File: config.mk
export PLATFORM = sky130hd
export DESIGN_NAME = thcomp_seq
export DESIGN_NICKNAME = d
export VERILOG_FILES = /design/src/rtl/thcomp_seq.sv
export SDC_FILE = /design/constraint.sdc
export NUM_CORES = 1
export LEC_CHECK = 0
export CAP_MARGIN = 10
export CORE_UTILIZATION = 50
export DETAILED_ROUTE_END_ITERATION = 16
export GPL_ROUTABILITY_DRIVEN = 0
export PLACE_DENSITY = 0.82
export SYNTH_ARGS = -nofsm -noshare
export SYNTH_HDL_FRONTEND = slang
export SYNTH_SLANG_ARGS = --single-unit
File: constraint.sdc
create_clock -name clk -period 3.35 [get_ports clk]
set_input_delay 0.67 -clock clk [delete_from_list [all_inputs] [get_ports clk]]
set_output_delay 0.67 -clock clk [all_outputs]
set_load 0.02 [all_outputs]
File: src/rtl/thcomp_seq.sv
// thcomp_seq: initiator side of the threshold-comparator handshake.
//
// Takes a stream of correlation metrics. Each accepted metric is written,
// together with the threshold sampled at accept time, into the comparator
// operand registers. The sequencer then pulses the comparator start and waits
// for finish. Consecutive above-threshold results are counted, and frame sync
// is declared after HIT_COUNT of them in a row. A comparator that does not
// answer within TIMEOUT wait cycles is reported as a timeout and treated as a
// miss.
//
// Ports:
//   clk, rst               clock; synchronous active-high reset
//   enable                 sequencer enable (low in IDLE clears the run state)
//   sample_valid/metric    incoming metric stream
//   sample_ready           metric can be accepted (IDLE && enable && !rst)
//   threshold              sync threshold, sampled on accept
//   seq_thcompregs_*       operand register write strobe and operands
//   seq_thcomp_start       comparator start pulse
//   thcomp_seq_finish/data comparator done pulse and result (metric > threshold)
//   sync_found/sync_index  sync pulse and index of the sample that completed it
//   timeout_err            comparator timeout pulse
//   busy                   sequencer is not in IDLE
module thcomp_seq #(
    parameter int DATA_W    = 16,
    parameter int HIT_COUNT = 3,
    parameter int IDX_W     = 12,
    parameter int TIMEOUT   = 15
) (
    input  logic              clk,
    input  logic              rst,
    input  logic              enable,
    input  logic              sample_valid,
    input  logic [DATA_W-1:0] sample_metric,
    input  logic [DATA_W-1:0] threshold,
    output logic              sample_ready,
    output logic              seq_thcompregs_we,
    output logic [DATA_W-1:0] seq_thcompregs_data0,
    output logic [DATA_W-1:0] seq_thcompregs_data1,
    output logic              seq_thcomp_start,
    input  logic              thcomp_seq_finish,
    input  logic              thcomp_seq_data,
    output logic              sync_found,
    output logic [IDX_W-1:0]  sync_index,
    output logic              timeout_err,
    output logic              busy
);

    typedef enum logic [2:0] {
        S_IDLE,
        S_LOAD,
        S_START,
        S_WAIT,
        S_EVAL
    } state_t;

    // Timer counts from 0 on WAIT entry; abort on the edge where it would
    // reach TIMEOUT, so the error is visible TIMEOUT cycles after WAIT entry.
    localparam logic [7:0] TMO_LAST = 8'(TIMEOUT - 1);
    localparam logic [4:0] HIT_TGT  = 5'(HIT_COUNT);

    state_t              state_q;
    logic [3:0]          hit_cnt_q;
    logic [IDX_W-1:0]    sample_idx_q;
    logic [7:0]          timer_q;
    logic                result_q;
    logic                we_q;
    logic                start_q;
    logic [DATA_W-1:0]   data0_q;
    logic [DATA_W-1:0]   data1_q;
    logic                sync_q;
    logic [IDX_W-1:0]    sync_idx_q;
    logic                tmo_q;

    logic [4:0]          hit_next_d;
    logic [IDX_W-1:0]    idx_next_d;

    assign hit_next_d = {1'b0, hit_cnt_q} + 5'd1;
    assign idx_next_d = sample_idx_q + IDX_W'(1);   // wraps silently

    always_ff @(posedge clk) begin
        if (rst) begin
            state_q      <= S_IDLE;
            hit_cnt_q    <= '0;
            sample_idx_q <= '0;
            timer_q      <= '0;
            result_q     <= 1'b0;
            we_q         <= 1'b0;
            start_q      <= 1'b0;
            data0_q      <= '0;
            data1_q      <= '0;
            sync_q       <= 1'b0;
            sync_idx_q   <= '0;
            tmo_q        <= 1'b0;
        end else begin
            // Pulse outputs default low every cycle.
            we_q    <= 1'b0;
            start_q <= 1'b0;
            sync_q  <= 1'b0;
            tmo_q   <= 1'b0;
            case (state_q)
                S_IDLE: begin
                    if (!enable) begin
                        hit_cnt_q    <= '0;
                        sample_idx_q <= '0;
                    end else if (sample_valid) begin
                        // Operands go straight into the output registers so
                        // they are presented with the write strobe in LOAD.
                        data0_q <= sample_metric;
                        data1_q <= threshold;
                        we_q    <= 1'b1;
                        state_q <= S_LOAD;
                    end
                end
                S_LOAD: begin
                    start_q <= 1'b1;
                    state_q <= S_START;
                end
                S_START: begin
                    timer_q <= '0;
                    state_q <= S_WAIT;
                end
                S_WAIT: begin
                    // Finish takes priority over an expiring timer.
                    if (thcomp_seq_finish) begin
                        result_q <= thcomp_seq_data;
                        state_q  <= S_EVAL;
                    end else if (timer_q == TMO_LAST) begin
                        tmo_q        <= 1'b1;
                        hit_cnt_q    <= '0;
                        sample_idx_q <= idx_next_d;
                        state_q      <= S_IDLE;
                    end else begin
                        timer_q <= timer_q + 8'd1;
                    end
                end
                S_EVAL: begin
                    if (result_q) begin
                        if (hit_next_d == HIT_TGT) begin
                            sync_q     <= 1'b1;
                            sync_idx_q <= sample_idx_q;
                            hit_cnt_q  <= '0;
                        end else begin
                            hit_cnt_q <= hit_next_d[3:0];
                        end
                    end else begin
                        hit_cnt_q <= '0;
                    end
                    sample_idx_q <= idx_next_d;
                    state_q      <= S_IDLE;
                end
                default: state_q <= S_IDLE;
            endcase
        end
    end

    assign sample_ready         = (state_q == S_IDLE) && enable && !rst;
    assign busy                 = (state_q != S_IDLE);
    assign seq_thcompregs_we    = we_q;
    assign seq_thcompregs_data0 = data0_q;
    assign seq_thcompregs_data1 = data1_q;
    assign seq_thcomp_start     = start_q;
    assign sync_found           = sync_q;
    assign sync_index           = sync_idx_q;
    assign timeout_err          = tmo_q;

endmodule

==> metrics.txt, run 1 <==
Flop pwr share 0.484; # Max-Cap Violations 0; CP Data Required Time 2.68 ns; DRC 0; initial core utilization 0.5167; Std-Cell Rows 29; clock buffer depth 2; total track usage 0.2380; Bufs and invs on worst path 3; Nets 515; RSZ-0062 raised after global routing false; Post-synth EDFFs 0; clk slew on worst S/H paths 0.08 ns; Num CTS Buffers 9; top-count cell post-synth nand2_1; CP Launch Type input pin; syn_nets 442; worst setup path end sample_ready; Clock Skews 0.007430 ns; WS Path Type input pin to primary output; CTS-repair resized insts 0; top cells by area, synth dfxtp_1 (46%), nand2_1 (9.8%), a21oi_1 (9.5%), nand4_1 (3.6%), mux2i_1 (3.4%); number of routed nets with antenna violations 0; #FFs+latches synth 76; routed vias 3149; Syn Area/Cell 8.222 um2; R2R Path Start state_q[0]$_SDFFE_PP0P_; Max VDD drop 0.3063 mV; CP endpoint kind primary output; Net Switching 481.5 uW; post-layout min period 2.837 ns; core footprint 6350 um2; CTS Sinks 76; Setup WS post-layout 0.5129 ns; post-DR vias/cell 5.694; pre-CTS setup slack 0.5094 ns; Inserted Diodes 0; end of the worst register-to-register path seq_thcompregs_data0[5]$_SDFFE_PP0P_; Routed WL per cell 14.65 um; Slowest-stage cell, CP clkdlybuf4s50_1; vias in the first global route 2840; DIE HEIGHT 83 um; worst slew pin tran 1.096 ns; crit path DAT 2.17 ns; combinational share of power 0.127; largest net degree at the start of global routing 73; R2R cell count 4; number of port buffers 87; drt pass-1 iters 7; Die Area 6889 um2; layout cell share with drive strength beyond 1 0.04832; Static Leak 1.505 nW; final hold vios 0; Post-DP HPWL 5481 um; ys async rst share 0; post-synth top area cell dfxtp_1; global-route wire length before repair 13490 um; Setup TNS 0 ns; Hold Buf Count CTS 0; period utilization 0.8469; highest clock rate 352.5 MHz; Top delay family on crit path buffers and inverters; synthesized area 3281 um2; Area growth, synth to finish 32.76%; CTS H-tree depth 3; pwr/cell area 450.6 nW/um2; flop-to-flop setup slack 1.24 ns; Top FF cell, synth dfxtp_1; initial antenna violation count 0; worst skew pair latency 0.35 ns; Power Internal 1.481 mW; crit path max fanout 4; grt ovf 0; launch point of the worst path enable; Slowest Stage Delay on Critical Path 0.65 ns; die span in x 83 um; wirelength, routed 8099 um; Commonest cells post-synth nand2_1 (86), dfxtp_1 (76), a21oi_1 (62); Clock power frac 0.389; most used cell, CP clkdlybuf4s50_1; initial drt markers 257; clock root cell clkbuf_8; CTS tree yes; Net Sw Frac 0.2453; top cell type's share of synthesized area 0.4638; Ports 88; final setup fails 0; worst path cell trace clkdlybuf4s50_1, inv_1, nor3_1, clkdlybuf4s50_1; max-slew violation count 0; distinct cell type count after synthesis 43; Worst path depth 4; Post-Syn Instances 399; relative slew slack 0.2691; synth warn 0; Seq/Total Area, Yosys 0.4638; HP Class register to register; Post-CTS Setup Bufs 0; status completed
-- power groups by stage --
stage          combinational (mW)  clock [mW]  sequential (mW)
6_report                    0.250       0.763            0.950
5_1_grt                     0.270       0.810            0.954
4_1_cts                     0.250       0.772            0.950
3_5_place_dp                0.249           0            0.971
3_3_place_gp                0.246           0            0.970
2_1_floorplan               0.111           0            0.991
-- cell usage in the layout (no fill, tap or decap), types with 10 or more instances in the layout --
master and n:
dfxtp_1 76, a21oi_1 62, clkdlybuf4s50_1 86, clkbuf_8 10
nand2_1 86, o31ai_1 12, nand3_1 14, nor2_1 10
nand4_1 19, mux2i_1 11, or3_1 13
-- registers in the layout (all words and copies together) (netlist names) --
name,flops
timer_q,8
timeout_err,1
state_q,3
hit_cnt_q,4
result_q,1
seq_thcomp_start,1
sync_found,1
seq_thcompregs_we,1
sync_index,12
sample_idx_q,12
seq_thcompregs_data1,16
seq_thcompregs_data0,16
-- metal layers --
metal / global-route usage / vias to the layer above / wire length (um)
met5: 0 / - / 0
met4: 0.08464 / 0 / 136
met3: 0.05964 / 13 / 363
met2: 0.4031 / 90 / 4062
met1: 0.2933 / 1478 / 3537
li1: - / 1568 / -
-- worst min-delay path: stages, from the launching register on --
cell and delay [ns]:
dfxtp_1 0.31, nand2_1 0.05, a21oi_1 0.05
-- layout make-up --
class,instances,area [um2]
clock buffer,11,141.4
clock inverter,4,73.82
fill,491,1994
inverter,4,15.01
multi-input combinational,291,1619
sequential,76,1521
tap,77,96.34
timing repair buffer,90,888.4
-- per-stage QoR --
step / hold WS (ns) / cell area [um2] / utilization / instances / power, mW
finish: 0.4527 / 4355 / 0.6859 / 553 / 1.963
global route: 0.4721 / 4355 / 0.6859 / 553 / 2.034
CTS: 0.4565 / 4355 / 0.6859 / 553 / 1.972
detailed placement: 0.4457 / 4140 / 0.6520 / 538 / 1.220
global placement: 0.4414 / 4140 / 0.6520 / 538 / 1.216
floorplan: 0.4437 / 3281 / - / 399 / 1.102
-- how the worst min path moves through the flow --
stage | start | end | slack [ns] | depth (start not counted)
4_1_cts | seq_thcompregs_data0[6]$_SDFFE_PP0P_ | seq_thcompregs_data0[6]$_SDFFE_PP0P_ | 0.46 | 2
3_3_place_gp | seq_thcompregs_data1[1]$_SDFFE_PP0P_ | seq_thcompregs_data1[1]$_SDFFE_PP0P_ | 0.44 | 2
5_1_grt | seq_thcompregs_data1[5]$_SDFFE_PP0P_ | seq_thcompregs_data1[5]$_SDFFE_PP0P_ | 0.47 | 2
3_5_place_dp | seq_thcompregs_data0[6]$_SDFFE_PP0P_ | seq_thcompregs_data0[6]$_SDFFE_PP0P_ | 0.45 | 2
2_1_floorplan | sample_idx_q[11]$_SDFFE_PP0P_ | sample_idx_q[11]$_SDFFE_PP0P_ | 0.44 | 2
6_report | seq_thcompregs_data0[10]$_SDFFE_PP0P_ | seq_thcompregs_data0[10]$_SDFFE_PP0P_ | 0.45 | 2
-- kinds of logic after synthesis --
group | count (synthesis) | share of synthesized area
adders and majority gates | 5 | 0.01907
AOI/OAI and AO/OA | 104 | 0.1865
xor gates and xnor gates | 1 | 0.002670
DFF | 76 | 0.4638
and+or+nand+nor | 170 | 0.2510
muxes | 11 | 0.03356
buffers and inverters | 32 | 0.04348
Power figures use the tool's default switching activity.
==> run 2, diff against run 1 <==
- CORE_UTILIZATION: 50 -> 48
- PLACE_DENSITY: 0.82 -> 0.79
- clock period: 3.35 -> 2.82 ns (I/O delays scaled with it)
==> run 2 against run 1 <==
  * The flow now finishes with violations (design-rule violations)
  * Sequential share of layout area hardly changed
  * Critical path depth down 1
  * Setup slack got worse by 0.32 ns
  * First-iteration DRC count rose by 0.78%
  * Largest cell class unchanged
  * Highest routed layer unchanged
==> metrics.txt, run 2 (synthesized netlist as in run 1, its figures left out) <==
pwr/cell area 529.4 nW/um2; Setup WS post-layout 0.1902 ns; CP Launch Type register; crit path max fanout 15; layout cell share with drive strength beyond 1 0.05439; drt pass-1 iters 13; Max VDD drop 0.3983 mV; Power Internal 1.731 mW; worst skew pair latency 0.35 ns; CTS-repair resized insts 0; WS Path Type register to primary output; relative slew slack 0.2427; pre-CTS setup slack 0.2560 ns; clock root cell clkbuf_8; CTS Sinks 76; Setup TNS 0 ns; R2R cell count 4; DRC 2; total track usage 0.2447; HP Class register to register; max-slew violation count 0; CP endpoint kind primary output; status finished, violations left; period utilization 0.9325; CP Data Required Time 2.26 ns; Clock Skews 0.008609 ns; final hold vios 0; highest clock rate 380.3 MHz; Net Switching 577.1 uW; R2R Path Start state_q[0]$_SDFFE_PP0P_; final setup fails 0; Num CTS Buffers 9; Std-Cell Rows 29; wirelength, routed 8486 um; post-layout min period 2.630 ns; die span in x 84.67 um; Inserted Diodes 0; # Max-Cap Violations 0; vias in the first global route 2862; initial core utilization 0.5079; Flop pwr share 0.489; global-route wire length before repair 13910 um; Die Area 7169 um2; worst slew pin tran 1.136 ns; core footprint 6459 um2; CTS H-tree depth 3; violated checks design-rule violations; largest net degree at the start of global routing 73; number of port buffers 87; Ports 88; Static Leak 1.514 nW; crit path DAT 2.07 ns; Hold Buf Count CTS 0; DIE HEIGHT 84.67 um; flop-to-flop setup slack 0.62 ns; number of routed nets with antenna violations 0; routed vias 3180; launch point of the worst path state_q[0]$_SDFFE_PP0P_; end of the worst register-to-register path seq_thcompregs_data0[1]$_SDFFE_PP0P_; Area growth, synth to finish 32.88%; grt ovf 0; # fillers 547; initial drt markers 259; Net Sw Frac 0.2501; worst setup path end sample_ready; RSZ-0062 raised after global routing false; Nets 517; post-DR vias/cell 5.730; initial antenna violation count 0; most frequent cells in the layout nand2_1 (86), clkdlybuf4s50_1 (86), dfxtp_1 (76), a21oi_1 (62), nand4_1 (19); Post-CTS Setup Bufs 0; CTS tree yes; combinational share of power 0.131; Routed WL per cell 15.29 um; Clock power frac 0.380; clk slew on worst S/H paths 0.07 ns; Post-DP HPWL 5710 um; clock buffer depth 2
run 2: changes by cell type in the layout (fill, tap and decap cells not counted), sizes merged:
cell	delta
clkbuf	-2
buf	+2
clkinv	+2
run 2: stage by stage:
stage          hold slack [ns]  instances  total power [mW]  utilization  cell area (um2)
3_5_place_dp            0.4462        540             1.455       0.6434             4155
2_1_floorplan           0.4437        399             1.309            -             3281
3_3_place_gp            0.4410        540             1.449       0.6434             4155
4_1_cts                 0.4568        555             2.321       0.6749             4359
5_1_grt                 0.4754        555             2.402       0.6749             4359
6_report                0.4535        555             2.308       0.6749             4359
run 2: cell type report:
cell class	count	area [um2]	area share
Clock buffer	9	123.9	0.02842
Clock inverter	6	80.08	0.01837
Inverter	4	15.01	0.003444
Multi-Input combinational cell	291	1619	0.3714
Sequential cell	76	1521	0.3490
Tap cell	77	96.34	0.02210
Timing Repair Buffer	92	903.4	0.2072
run 2: power groups by stage:
stage | sequential, mW | combinational, mW | clock (mW)
after floorplan | 1.18 | 0.132 | 0
after global placement | 1.15 | 0.297 | 0
after detailed placement | 1.15 | 0.301 | 0
after CTS | 1.13 | 0.303 | 0.888
after global routing | 1.13 | 0.327 | 0.941
final | 1.13 | 0.301 | 0.877
run 2: metal layers:
layer  wire, um  vias to the layer above  global-route usage  part of all wire
li1           -                     1566                   -                 -
met1       3682                     1475              0.3249              0.43
met2       4124                      120              0.3895              0.49
met3        483                       19             0.04425             0.057
met4        195                        0              0.1109             0.023
met5          0                        -                   0                 0
run 2: worst min-delay path by stage:
stage          slack, ns                                  start  cells past startpoint                               endpoint
5_1_grt             0.48   seq_thcompregs_data0[4]$_SDFFE_PP0P_                      2   seq_thcompregs_data0[4]$_SDFFE_PP0P_
6_report            0.45  seq_thcompregs_data0[11]$_SDFFE_PP0P_                      2  seq_thcompregs_data0[11]$_SDFFE_PP0P_
3_5_place_dp        0.45  seq_thcompregs_data0[13]$_SDFFE_PP0P_                      2  seq_thcompregs_data0[13]$_SDFFE_PP0P_
4_1_cts             0.46  seq_thcompregs_data0[10]$_SDFFE_PP0P_                      2  seq_thcompregs_data0[10]$_SDFFE_PP0P_
3_3_place_gp        0.44   seq_thcompregs_data0[9]$_SDFFE_PP0P_                      2   seq_thcompregs_data0[9]$_SDFFE_PP0P_
2_1_floorplan       0.44          sample_idx_q[11]$_SDFFE_PP0P_                      2          sample_idx_q[11]$_SDFFE_PP0P_
run 2: worst max-delay path, stage by stage (launching register included):
cell             delay (ns)
dfxtp_1                0.46
or3_1                  0.48
nor3_1                 0.16
clkdlybuf4s50_1        0.63
==> run 3, diff against run 2 <==
- SETUP_SLACK_MARGIN: not set -> 0.5
==> run 3 against run 2 <==
  * The flow still finishes with violations (design-rule violations)
  * Clock skew hardly changed
  * Largest power group unchanged
  * Flip-flop and latch count stayed put
  * Worst hold slack barely moved
==> metrics.txt, run 3 (synthesized netlist as in run 1, its figures left out) <==
Nets 517; final hold vios 0; Inserted Diodes 0; # fillers 550; Die Area 7169 um2; pwr/cell area 529.7 nW/um2; CTS H-tree depth 3; Clock Skews 0.008721 ns; # Max-Cap Violations 0; initial drt markers 256; HP Class register to register; design area 4354 um2; Std-Cell Rows 29; max-slew violation count 0; worst hold path endpoint seq_thcompregs_data0[11]$_SDFFE_PP0P_; CTS Sinks 76; highest routed metal layer met4; Post-DP HPWL 5710 um; CP Launch Type register; RSZ-0062 raised after global routing false; CP endpoint kind primary output; Routed WL per cell 15.30 um; post-layout min period 2.168 ns; met2 WL 4149 um; crit path DAT 1.60 ns; final setup fails 0; total track usage 0.2447; initial antenna violation count 0; routed vias 3191; most common cell after layout, fill and taps aside nand2_1; wirelength, routed 8494 um; R2R cell count 4; number of port buffers 87; Hold Buf Count CTS 0; Met1 Wirelength 3718 um; grt ovf 0; most frequent cells in the layout nand2_1 (86), clkdlybuf4s50_1 (84), dfxtp_1 (75), a21oi_1 (62), nand4_1 (19); area of the multi-input gates 1619 um2; die span in x 84.67 um; vias in the first global route 2862; WS Path Type register to primary output; layout cell share with drive strength beyond 1 0.05858; Ports 88; Hold Path Origin seq_thcompregs_data0[11]$_SDFFE_PP0P_; placed cell areas 4155 um2; drt pass-1 iters 14; initial core utilization 0.5079; highest clock rate 461.2 MHz; relative slew slack 0.2381; status finished, violations left; period utilization 0.7689; Reg area 1523 um2; global-route wire length before repair 13910 um; Setup TNS 0 ns; clock root cell clkbuf_8; worst hold path depth 2; Static Leak 1.518 nW; end of the worst register-to-register path seq_thcompregs_data0[1]$_SDFFE_PP0P_; DRC 2; post-DR vias/cell 5.750; worst slew pin tran 1.143 ns; clk slew on worst S/H paths 0.08 ns; Num CTS Buffers 9; largest net degree at the start of global routing 73; violated checks design-rule violations; Area growth, synth to finish 32.72%; core footprint 6459 um2; CP Data Required Time 2.26 ns; worst skew pair latency 0.35 ns; number of routed nets with antenna violations 0; crit path max fanout 13; DIE HEIGHT 84.67 um; DR WL met3 437 um; CTS tree yes; R2R Path Start state_q[2]$_SDFFE_PP0P_; flop-to-flop setup slack 0.72 ns; clock buffer depth 2; Max VDD drop 0.3991 mV
==> run 3: report_power, final <==
| part | internal, mW | switching [mW] |
|---|---|---|
| clock network | 0.487 | 0.391 |
| logic | 0.136 | 0.162 |
| registers | 1.10 | 0.0251 |
| total | 1.73 | 0.578 |
==> run 3: per-layer routing <==
layer | global-route usage | vias to the layer above
met5 | 0 | -
met1 | 0.3249 | 1494
met4 | 0.1109 | 0
met2 | 0.3895 | 110
met3 | 0.04425 | 21
li1 | - | 1566
==> run 3: cell type report <==
cell class / instances / area share
clock buffers: 9 / 0.02845
clock inverters: 6 / 0.01839
inverters: 4 / 0.003448
multi-input cells: 291 / 0.3718
flip-flops and latches: 76 / 0.3497
well taps: 77 / 0.02213
repair buffers: 92 / 0.2060
==> run 3: worst max-delay path by stage <==
| stage | from | to | slack, ns | cells after the start |
|---|---|---|---|---|
| 5_1_grt | state_q[2]$_SDFFE_PP0P_ | seq_thcompregs_data0[2]$_SDFFE_PP0P_ | 0.53 | 4 |
| 3_5_place_dp | enable | sample_ready | 0.26 | 4 |
| 2_1_floorplan | rst | sample_ready | 0.83 | 3 |
| 4_1_cts | state_q[0]$_SDFFE_PP0P_ | sample_ready | 0.46 | 3 |
| 3_3_place_gp | enable | sample_ready | 0.27 | 4 |
| 6_report | state_q[2]$_SDFFE_PP0P_ | busy | 0.65 | 2 |
==> run 3: what timing repair did <==
item,in CTS,in global routing
resized for setup,2,4
endpoints found under the setup margin,2,10
setup buffers,0,0
==> run 3: critical path: stages, from the launching register on <==
cell and delay, ns:
dfxtp_1 0.41, or3_1 0.47, dlygate4sd2_1 0.37
==> run 3: through the flow <==
| stage | util | setup slack (ns) | hold slack [ns] | instances | total power [mW] |
|---|---|---|---|---|---|
| after floorplan | - | 0.8264 | 0.4437 | 399 | 1.309 |
| after global placement | 0.6434 | 0.2715 | 0.4410 | 540 | 1.449 |
| after detailed placement | 0.6434 | 0.2560 | 0.4462 | 540 | 1.455 |
| after CTS | 0.6745 | 0.4648 | 0.4568 | 555 | 2.318 |
| after global routing | 0.6742 | 0.5283 | 0.4754 | 555 | 2.399 |
| final | 0.6742 | 0.6517 | 0.4535 | 555 | 2.306 |
